## src/rtl/vga_pixel_queue.sv

```systemverilog
// vga_pixel_queue: pixel-bus capture FIFO draining into the VGA plot port.
// Optional input clipping of off-screen pixels under `PIXEL_CLIP_EN.
module vga_pixel_queue #(
    parameter int DEPTH    = 16,
    parameter int SCREEN_W = 160,
    parameter int SCREEN_H = 120
) (
    input  logic                     clk,
    input  logic                     reset,
    input  logic [7:0]               bus_x,
    input  logic [7:0]               bus_y,
    input  logic [23:0]              bus_rgb,
    input  logic                     bus_draw_en,
    output logic                     bus_ready,
    output logic [7:0]               vga_x,
    output logic [7:0]               vga_y,
    output logic [23:0]              vga_colour,
    output logic                     vga_plot,
    input  logic                     vga_stall,
    output logic [$clog2(DEPTH):0]   level,
    output logic                     overflow
);

    localparam int AW = $clog2(DEPTH);
    localparam int LW = AW + 1;

    typedef enum logic {S_IDLE, S_PLOT} state_t;

    if (DEPTH < 4 || (1 << AW) != DEPTH) begin : g_bad_depth
        $error("DEPTH must be a power of two and at least 4");
    end
    if (SCREEN_W < 1 || SCREEN_H < 1) begin : g_bad_screen
        $error("screen dimensions must be positive");
    end

    logic [39:0]  mem [DEPTH];
    logic [AW:0]  wr_ptr;
    logic [AW:0]  rd_ptr;
    state_t       state;
    state_t       next_state;
    logic         in_range;
    logic         want;
    logic         full;
    logic         pop;
    logic         push;

`ifdef PIXEL_CLIP_EN
    assign in_range = (int'(bus_x) < SCREEN_W) && (int'(bus_y) < SCREEN_H);
`else
    assign in_range = 1'b1;
`endif

    assign level     = wr_ptr - rd_ptr;
    assign full      = (level == LW'(DEPTH));
    assign bus_ready = (level <= LW'(DEPTH - 2));
    assign want      = (bus_draw_en == 1'b1) && in_range;
    assign pop       = (level != '0) && !vga_stall;
    // A full queue still accepts a write when the head leaves this cycle.
    assign push      = want && (!full || pop);
    assign vga_plot  = (state == S_PLOT);

    // Output FSM state register; reset drops the plot strobe at once.
    always_ff @(posedge clk or posedge reset) begin
        if (reset) state <= S_IDLE;
        else       state <= next_state;
    end

    // Next state: every popped pixel produces exactly one plot cycle.
    always_comb begin
        next_state = state;
        unique case (state)
            S_IDLE:  next_state = pop ? S_PLOT : S_IDLE;
            S_PLOT:  next_state = pop ? S_PLOT : S_IDLE;
            default: next_state = S_IDLE;
        endcase
    end

    // Storage array; contents need no reset since pointers guard them.
    always_ff @(posedge clk) begin
        if (push) mem[wr_ptr[AW-1:0]] <= {bus_x, bus_y, bus_rgb};
    end

    // Pointers with an extra wrap bit to tell full from empty.
    always_ff @(posedge clk or posedge reset) begin
        if (reset) begin
            wr_ptr <= '0;
            rd_ptr <= '0;
        end else begin
            if (push) wr_ptr <= wr_ptr + 1'b1;
            if (pop)  rd_ptr <= rd_ptr + 1'b1;
        end
    end

    // Registered pixel towards the adapter, loaded only on a pop.
    always_ff @(posedge clk or posedge reset) begin
        if (reset) begin
            vga_x      <= '0;
            vga_y      <= '0;
            vga_colour <= '0;
        end else if (pop) begin
            {vga_x, vga_y, vga_colour} <= mem[rd_ptr[AW-1:0]];
        end
    end

    // Sticky drop flag for writes lost against a full queue.
    always_ff @(posedge clk or posedge reset) begin
        if (reset)                      overflow <= 1'b0;
        else if (want && full && !pop)  overflow <= 1'b1;
    end

endmodule

```

## config.mk

```make
export PLATFORM = sky130hd
export DESIGN_NAME = vga_pixel_queue
export DESIGN_NICKNAME = d
export VERILOG_FILES = /design/src/rtl/vga_pixel_queue.sv
export SDC_FILE = /design/constraint.sdc
export NUM_CORES = 1
export LEC_CHECK = 0
export ABC_AREA = 1
export CORE_MARGIN = 1.5
export CORE_UTILIZATION = 47
export CTS_CLUSTER_DIAMETER = 120
export DETAILED_ROUTE_END_ITERATION = 6
export GPL_ROUTABILITY_DRIVEN = 0
export PLACE_DENSITY_LB_ADDON = 0.05
export SYNTH_ARGS = -nofsm -noshare
export SYNTH_HDL_FRONTEND = slang
export SYNTH_SLANG_ARGS = --single-unit
```

## constraint.sdc

```tcl
create_clock -name clk -period 5.1 [get_ports clk]
set_clock_uncertainty 0.1 [all_clocks]
set_input_delay 0.765 -clock clk [delete_from_list [all_inputs] [get_ports clk]]
set_output_delay 0.765 -clock clk [all_outputs]
set_load 0.03 [all_outputs]
```

==> results.md, run 1 <==
- Share of cells above drive strength 1: 5.42%
- WL final: 77100 um
- Area leader, netlist: edfxtp_1
- Initial antenna violation count: 1
- Relative slew margins: 8.04%
- DRC viols: 0
- DIE WIDTH: 254 um
- Die span in y: 254 um
- Sequential standard cell area: 20500 um^2
- RSZ-0062 raised after global routing: no
- FFs w/ async S/R, synth: 7.51%
- Final Setup Violations: 0
- Post-route setup slack: 1240 ps
- Footprint of the multi-input gates: 7070 um^2
- Worst slack, placed: 1320 ps
- Achievable Freq: 259 MHz
- Setup_tns: 0 ps
- Area share of the largest cell type after synthesis: 65.1%
- Period utilization: 75.6%
- Clk slew on worst S/H paths: 60 ps
- Post-CTS repair timing setup buffer count: 0
- Crit path required time: 4240 ps
- Cell mode on critical path: nand3_1
- Initial DRC count: 1652
- Fill cells: 5395
- N_diodes: 0
- Routed via count: 19545
- Primary FF master, synth: edfxtp_1
- Slew Viols, Final: 0
- Crit-path cells: inv_2 > ha_1 > a21oi_1 > nand3_1 > nand2_1 > nand3_1 > o21ai_0 > inv_1 > clkdlybuf4s50_1
- CP max stage cell: dfrtp_2
- Worst path bufs/invs: 3
- CTS tree: yes
- Core Footprint: 61900 um^2
- Hold-fix buffers, CTS: 0
- Placed instance area: 31300 um^2
- Design area: 33700 um^2
- DRT Pass-1 Iters: 5
- Largest delay share family, worst path: buffers and inverters
- Yosys reg bits: 692
- Syn-to-layout area delta: 14.0%
- Total number of yosys warnings: 0
- Clk sinks: 692
- Critical path class: reg2out
- Crit path launch type: register
- Syn_area_per_cell: 10.2 um^2
- Post-Synthesis Cells: 2906
- Antenna Violating Nets Remaining: 0
- Hpwl dp: 36800 um
- Dominant cells by area after synthesis: edfxtp_1 65%, nand2_1 16%, nand3_1 5.0%
- EDFF count, synth: 640
- Worst Max-Slew Pin Slew: 1380 ps
- Final hold slack: 376 ps
- Total GRT Usage: 24.5%
- Mapped Area: 29500 um^2
- CP arrival: 2990 ps
- Worst hold path type: reg2reg
- First-pass GRT wire length: 116000 um
- Crit path max fanout: 17
- Most common cell in the netlist: nand2_1
- Pleak: 14.3 nW
- Grt ovf: 0
- Rows: 91
- Final nets: 3022
- Status: completed
- Total power: 19.0 mW
- Max incr delay on CP: 700 ps
- IO buf count: 91
- Endpoints failing hold: 0
- Num CTS Buffers: 75
- Worst IR Drop VDD: 0.514 mV
- Die area: 64400 um^2
- # IOs: 92
- Maxcap violations: 0
- Synth cell count leaders: 1223 x nand2_1, 640 x edfxtp_1, 383 x inv_1, 294 x nand3_1, 105 x nor2_1
- Via density: 5.06
- Starting Density: 47.7%
- Pwr dens: 564 nW/um^2
- Post-synthesis sequential area ratio: 69.5%
- Yosys cell types: 24
- CTS max path bufs: 3
- Post-DR wirelength/cell: 19.9 um
- Largest net degree at the start of global routing: 235
- Post-Syn Nets: 2960
- Crit end category: output pin
- Post-CTS Resized: 0
- Number of global-route vias before repair: 18768
- Clk root buf: clkbuf_16
- Clk_lat worst skew: 610 ps
- Number of H-tree levels: 3
- Post-route minimum period: 3860 ps
sequential cells by signal, indices dropped and copies added, names as in the netlist:
signal and cells:
mem 640, overflow 1, rd_ptr 5, vga_colour 24, vga_plot 1, vga_x 8
vga_y 8, wr_ptr 5
path summary, 6_finish.rpt:
path                                             from                    endpoint  slack, ps  cells past startpoint
max                             rd_ptr[2]$_DFFE_PP0P_                   bus_ready       1240                      9
min reg2reg                vga_colour[21]$_DFFE_PP0P_  vga_colour[21]$_DFFE_PP0P_        380                      2
min                        vga_colour[21]$_DFFE_PP0P_  vga_colour[21]$_DFFE_PP0P_        380                      2
max in group asynchronous                       reset   vga_colour[5]$_DFFE_PP0P_       3300                      3
max reg2reg                     rd_ptr[1]$_DFFE_PP0P_  vga_colour[22]$_DFFE_PP0P_       1400                     10
min in group asynchronous                       reset        vga_y[5]$_DFFE_PP0P_        670                      2
per-stage QoR:
step / std cells / util (%)
2_1_floorplan: 2906 / -
3_3_place_gp: 3728 / 50.6
3_5_place_dp: 3728 / 50.6
4_1_cts: 3865 / 54.4
5_1_grt: 3865 / 54.4
6_report: 3865 / 54.4
report_power, final:
part           switching [mW]  leakage [nW]  internal (mW)  total (mW)
logic                    4.61          6.72           1.96        6.57
registers               0.294          6.42           6.92        7.21
clock network            2.17          1.14           3.05        5.22
cells by family (layout without fill, tap and decap cells):
family          Yosys count  in the layout  share of synthesized area (%)
compound gates           46             46                          0.834
fa+ha+maj                10             10                          0.449
flops                   692            692                           69.5
simple gates           1627           1627                           22.0
xor+xnor                  6              6                          0.178
buf+inv                 525            647                           7.08
layout by cell type (no fill, tap or decap), drive strengths merged:
master	count
buf	33
nand3	295
a21oi	2
clkdlybuf4s50	91
xor2	6
clkinvlp	1
inv	386
clkinv	29
clkbuf	104
o21ai	42
dfrtp	52
edfxtp	640
nor2	107
nand2	1225
fa	1
o21bai	2
ha	9
bufinv	3
tightest hold or removal path, delay by kind of cell (launching register included):
family | cells | cell delay (ps)
flops | 1 | 340
simple gates | 2 | 100
metal layers:
layer	up-vias	wire length, um	track usage, %
li1	9409	-	-
met1	9480	34700	34.3
met4	0	1520	6.56
met5	-	0	0
met2	536	36600	40.6
met3	120	4220	3.17
area by class of cell:
type / instances / area share (%)
flip-flops and latches: 692 / 60.9
multi-input cells: 1689 / 21.0
clock buffers: 104 / 6.30
inverters: 386 / 4.35
repair buffers: 124 / 3.66
well taps: 837 / 3.11
clock inverters: 33 / 0.658
Note: power is estimated with default switching activity, not from simulation.
==> run 2: changes to the inputs <==
==> constraint.sdc (replaced) <==
create_clock -name clk -period 3.95 [get_ports clk]
set_clock_uncertainty 0.1 [all_clocks]
set_input_delay 0.5925 -clock clk [delete_from_list [all_inputs] [get_ports clk]]
set_output_delay 0.5925 -clock clk [all_outputs]
set_load 0.03 [all_outputs]
==> results.md, run 2 (synthesis gave the netlist of run 1 again) <==
- Status: completed
- Crit path required time: 3260 ps
- Die area: 64400 um^2
- Total power: 24.8 mW
- N_diodes: 0
- Final hold slack: 109 ps
- IO buf count: 91
- Pwr dens: 726 nW/um^2
- Placed instance area: 31700 um^2
- Worst IR Drop VDD: 0.552 mV
- Crit end category: output pin
- Number of global-route vias before repair: 19103
- Post-route minimum period: 3730 ps
- Design area: 34100 um^2
- Initial DRC count: 1535
- Post-CTS Resized: 0
- Initial antenna violation count: 0
- Die span in y: 254 um
- Post-CTS repair timing setup buffer count: 0
- Grt ovf: 0
- Worst hold path type: in2async
- First-pass GRT wire length: 116000 um
- RSZ-0062 raised after global routing: no
- Number of flip-flops in the largest register: 640
- Rows: 91
- Largest net degree at the start of global routing: 187
- Post-route setup slack: 222 ps
- Antenna Violating Nets Remaining: 0
- Final nets: 3041
- Total GRT Usage: 24.2%
- CP arrival: 3040 ps
- Crit path max fanout: 5
- Crit path launch type: register
- Critical path class: reg2out
- Syn-to-layout area delta: 15.4%
- Routed via count: 19510
- Hold-fix buffers, CTS: 0
- DRT Pass-1 Iters: 5
- Clk_lat worst skew: 610 ps
- Fin cells: 3883
- Core Footprint: 61900 um^2
- Worst slack, placed: 633 ps
- Most frequent cells in the layout: 1223 x nand2_1, 640 x edfxtp_1, 379 x inv_1
- Final Setup Violations: 0
- Starting Density: 47.7%
- Worst Max-Slew Pin Slew: 1200 ps
- Number of H-tree levels: 3
- Period utilization: 94.4%
- Via density: 5.02
- Setup_tns: 0 ps
- Final core utilization: 55.0%
- Placed insts: 3748
- Clk sinks: 692
- Achievable Freq: 268 MHz
- Share of cells above drive strength 1: 6.20%
- Clk slew on worst S/H paths: 60 ps
- Pleak: 14.5 nW
- Maxcap violations: 0
- Relative slew margins: 20.1%
- DIE WIDTH: 254 um
- Num CTS Buffers: 74
- Fill cells: 5501
- Hpwl dp: 38900 um
- CTS tree: yes
- # IOs: 92
- Clk root buf: clkbuf_16
- Slew Viols, Final: 0
- DRC viols: 0
- Post-DR wirelength/cell: 19.5 um
- Endpoints failing hold: 0
- Commonest non-fill, non-tap cell in the layout: nand2_1
- CTS max path bufs: 3
- WL final: 75700 um
run 2: cell types whose count changed in the layout (fill, tap and decap cells not counted), sizes merged:
cell           change
bufinv             +2
inv                +2
buf               +21
clkbuf             +3
clkinv             -9
clkdlybuf4s50      -1
run 2: worst paths after layout:
path                                               to                  start  slack (ps)  cells after the start
worst max-delay path                        bus_ready  wr_ptr[0]$_DFFE_PP0P_         220                     11
worst min-delay path             vga_x[6]$_DFFE_PP0P_                  reset         110                      2
worst max register to register   vga_x[2]$_DFFE_PP0P_  wr_ptr[0]$_DFFE_PP0P_         660                     13
worst min register to register   vga_x[3]$_DFFE_PP0P_   vga_x[3]$_DFFE_PP0P_         380                      2
max in group asynchronous       rd_ptr[1]$_DFFE_PP0P_                  reset        3020                      3
min in group clk                 vga_x[3]$_DFFE_PP0P_   vga_x[3]$_DFFE_PP0P_         380                      2
run 2: where the power goes:
| group | switching [mW] | internal [mW] |
|---|---|---|
| logic | 6.05 | 2.60 |
| registers | 0.343 | 8.92 |
| clock network | 2.81 | 4.03 |
run 2: per-layer routing:
layer	wire length, um	share of wire (%)	global-route usage (%)
met1	34400	45	34.1
met2	35700	47	39.4
met3	4150	5.5	3.72
met4	1450	1.9	6.51
met5	0	0	0
run 2: area by class of cell:
cell class	count	area [um^2]	share of cell area, %
Clock buffer	107	2110	6.19
Inverter	386	1460	4.28
Multi-Input combinational cell	1689	7070	20.7
Tap cell	837	1050	3.07
Sequential cell	692	20500	60.2
Timing Repair Buffer	144	1610	4.71
Clock inverter	28	265	0.778
run 2: critical path, cell delays in order (launching register included):
cell and delay (ps):
dfrtp_1 410, inv_1 110, ha_1 240, fa_1 420
inv_1 100, nand3_1 90, nand2_1 100, nand2_1 70
nand2_1 80, o21ai_0 100, inv_1 60, clkdlybuf4s50_1 660
==> run 3: changes to the inputs <==
==> constraint.sdc (replaced) <==
create_clock -name clk -period 3.15 [get_ports clk]
set_clock_uncertainty 0.1 [all_clocks]
set_input_delay 0.4725 -clock clk [delete_from_list [all_inputs] [get_ports clk]]
set_output_delay 0.4725 -clock clk [all_outputs]
set_load 0.03 [all_outputs]
==> results.md, run 3 (synthesis gave the netlist of run 1 again) <==
- Period utilization: 96.1%
- Post-route setup slack: 121 ps
- Clk slew on worst S/H paths: 60 ps
- Pleak: 14.5 nW
- CTS max path bufs: 3
- Post-CTS repair timing setup buffer count: 0
- R2r worst-path depth: 11
- Largest net degree at the start of global routing: 186
- First-pass GRT wire length: 117000 um
- Grt ovf: 0
- N_diodes: 0
- Initial DRC count: 1689
- Clk sinks: 692
- Slew Viols, Final: 0
- Die area: 64400 um^2
- Endpoints failing hold: 0
- Crit path required time: 3350 ps
- Worst Max-Slew Pin Slew: 981 ps
- Clk root buf: clkbuf_16
- Number of H-tree levels: 3
- Setup_tns: 0 ps
- DIE WIDTH: 254 um
- CTS tree: yes
- Total GRT Usage: 24.4%
- Starting Density: 47.7%
- Worst slack, placed: 131 ps
- Antenna Violating Nets Remaining: 0
- WL final: 77100 um
- Number of flip-flops in the largest register: 640
- Num CTS Buffers: 74
- IO buf count: 91
- Crit path depth: 11
- Worst IR Drop VDD: 1.35 mV
- Post-DR wirelength/cell: 19.8 um
- Status: completed
- Final Setup Violations: 0
- Crit-path cells: ha_1 > fa_1 > inv_1 > nand3_1 > nand2_1 > nand2_1 > nand3_1 > o21bai_4 > buf_12 > nor2_4 > buf_12
- Via density: 5.05
- Number of global-route vias before repair: 19007
- Routed via count: 19673
- CP max stage cell: nor2_4
- Crit path max fanout: 17
- Post-route minimum period: 3030 ps
- Max incr delay on CP: 540 ps
- Crit path launch type: register
- Worst path bufs/invs: 3
- Final nets: 3059
- Rows: 91
- Final core utilization: 55.0%
- Worst hold path type: in2async
- # IOs: 92
- Crit end category: register
- Clk_lat worst skew: 600 ps
- Share of cells above drive strength 1: 6.54%
- Achievable Freq: 330 MHz
- Commonest non-fill, non-tap cell in the layout: nand2_1
- Total power: 31.0 mW
- Die span in y: 254 um
- Relative slew margins: 34.6%
- Final hold slack: 203 ps
- DRT Pass-1 Iters: 5
- Syn-to-layout area delta: 15.4%
- Most frequent cells in the layout: 1223 x nand2_1, 640 x edfxtp_1, 379 x inv_1
- RSZ-0062 raised after global routing: no
- Pwr dens: 908 nW/um^2
- Core Footprint: 61900 um^2
- Hpwl dp: 44100 um
- CP arrival: 3230 ps
- Initial antenna violation count: 1
- Critical path class: reg2reg
- Largest delay share family, worst path: simple AND/OR/NAND/NOR gates
- DRC viols: 0
- Maxcap violations: 0
==> run 3: cell types whose count changed in the layout (fill, tap and decap cells not counted), moves of 2 or more <==
cell,delta
buf_12,+2
clkbuf_16,+2
clkbuf_1,+4
bufinv_16,-4
clkbuf_8,-6
clkdlybuf4s50_1,-4
clkinv_1,+3
buf_4,+20
==> run 3: cell type report <==
| cell class | instances | area (um^2) |
|---|---|---|
| timing repair buffer | 162 | 1760 |
| clock buffer | 107 | 2090 |
| inverter | 386 | 1460 |
| multi-input combinational | 1689 | 7070 |
| fill | 5459 | 27900 |
| tap | 837 | 1050 |
| clock inverter | 24 | 131 |
| sequential | 692 | 20500 |
==> run 3: what timing repair did <==
item	in CTS	in global routing
resized for setup	3	4
pin swaps	0	0
cloned	0	0
hold endpoints to repair	0	0
setup endpoints to repair	1	1
hold buffers	0	0
==> run 3: report_power, final <==
part           total (mW)  internal (mW)  switching, mW  leakage (nW)
clock                8.12           4.68           3.44          1.08
sequential           11.6           11.2          0.405          6.42
combinational        11.2           3.39           7.86          6.98
total                31.0           19.3           11.7          14.5
==> run 3: stage by stage <==
stage	area (um^2)	cells
2_1_floorplan	29600	2906
3_3_place_gp	31900	3766
3_5_place_dp	31900	3766
4_1_cts	34100	3897
5_1_grt	34100	3897
6_report	34100	3897
==> run 3: path summary, 6_finish.rpt <==
kind / start / slack (ps) / to
setup / recovery: rd_ptr[0]$_DFFE_PP0P_ / 120 / mem[12][14]$_DFFE_PP_
hold / removal: reset / 200 / vga_y[5]$_DFFE_PP0P_
max in group asynchronous: reset / 2060 / rd_ptr[1]$_DFFE_PP0P_
setup reg to reg: rd_ptr[0]$_DFFE_PP0P_ / 120 / mem[12][14]$_DFFE_PP_
min in group clk: vga_y[6]$_DFFE_PP0P_ / 370 / vga_y[6]$_DFFE_PP0P_
hold reg to reg: vga_y[6]$_DFFE_PP0P_ / 370 / vga_y[6]$_DFFE_PP0P_
==> run 3: worst register-to-register path, stage by stage (launching register included) <==
cell      delay [ps]
dfrtp_4          490
ha_1             210
fa_1             400
inv_1            100
nand3_1           80
nand2_1          100
nand2_1           60
nand3_1          120
o21bai_4          80
buf_12           170
nor2_4           550
buf_12           250
==> run 3: per-layer routing <==
layer / GRT usage, % / up-vias / part of all wire (%)
met5: 0 / - / 0
met4: 5.41 / 0 / 1.4
met3: 3.32 / 91 / 5.1
met2: 37.6 / 476 / 45
met1: 36.9 / 9617 / 48
li1: - / 9489 / -
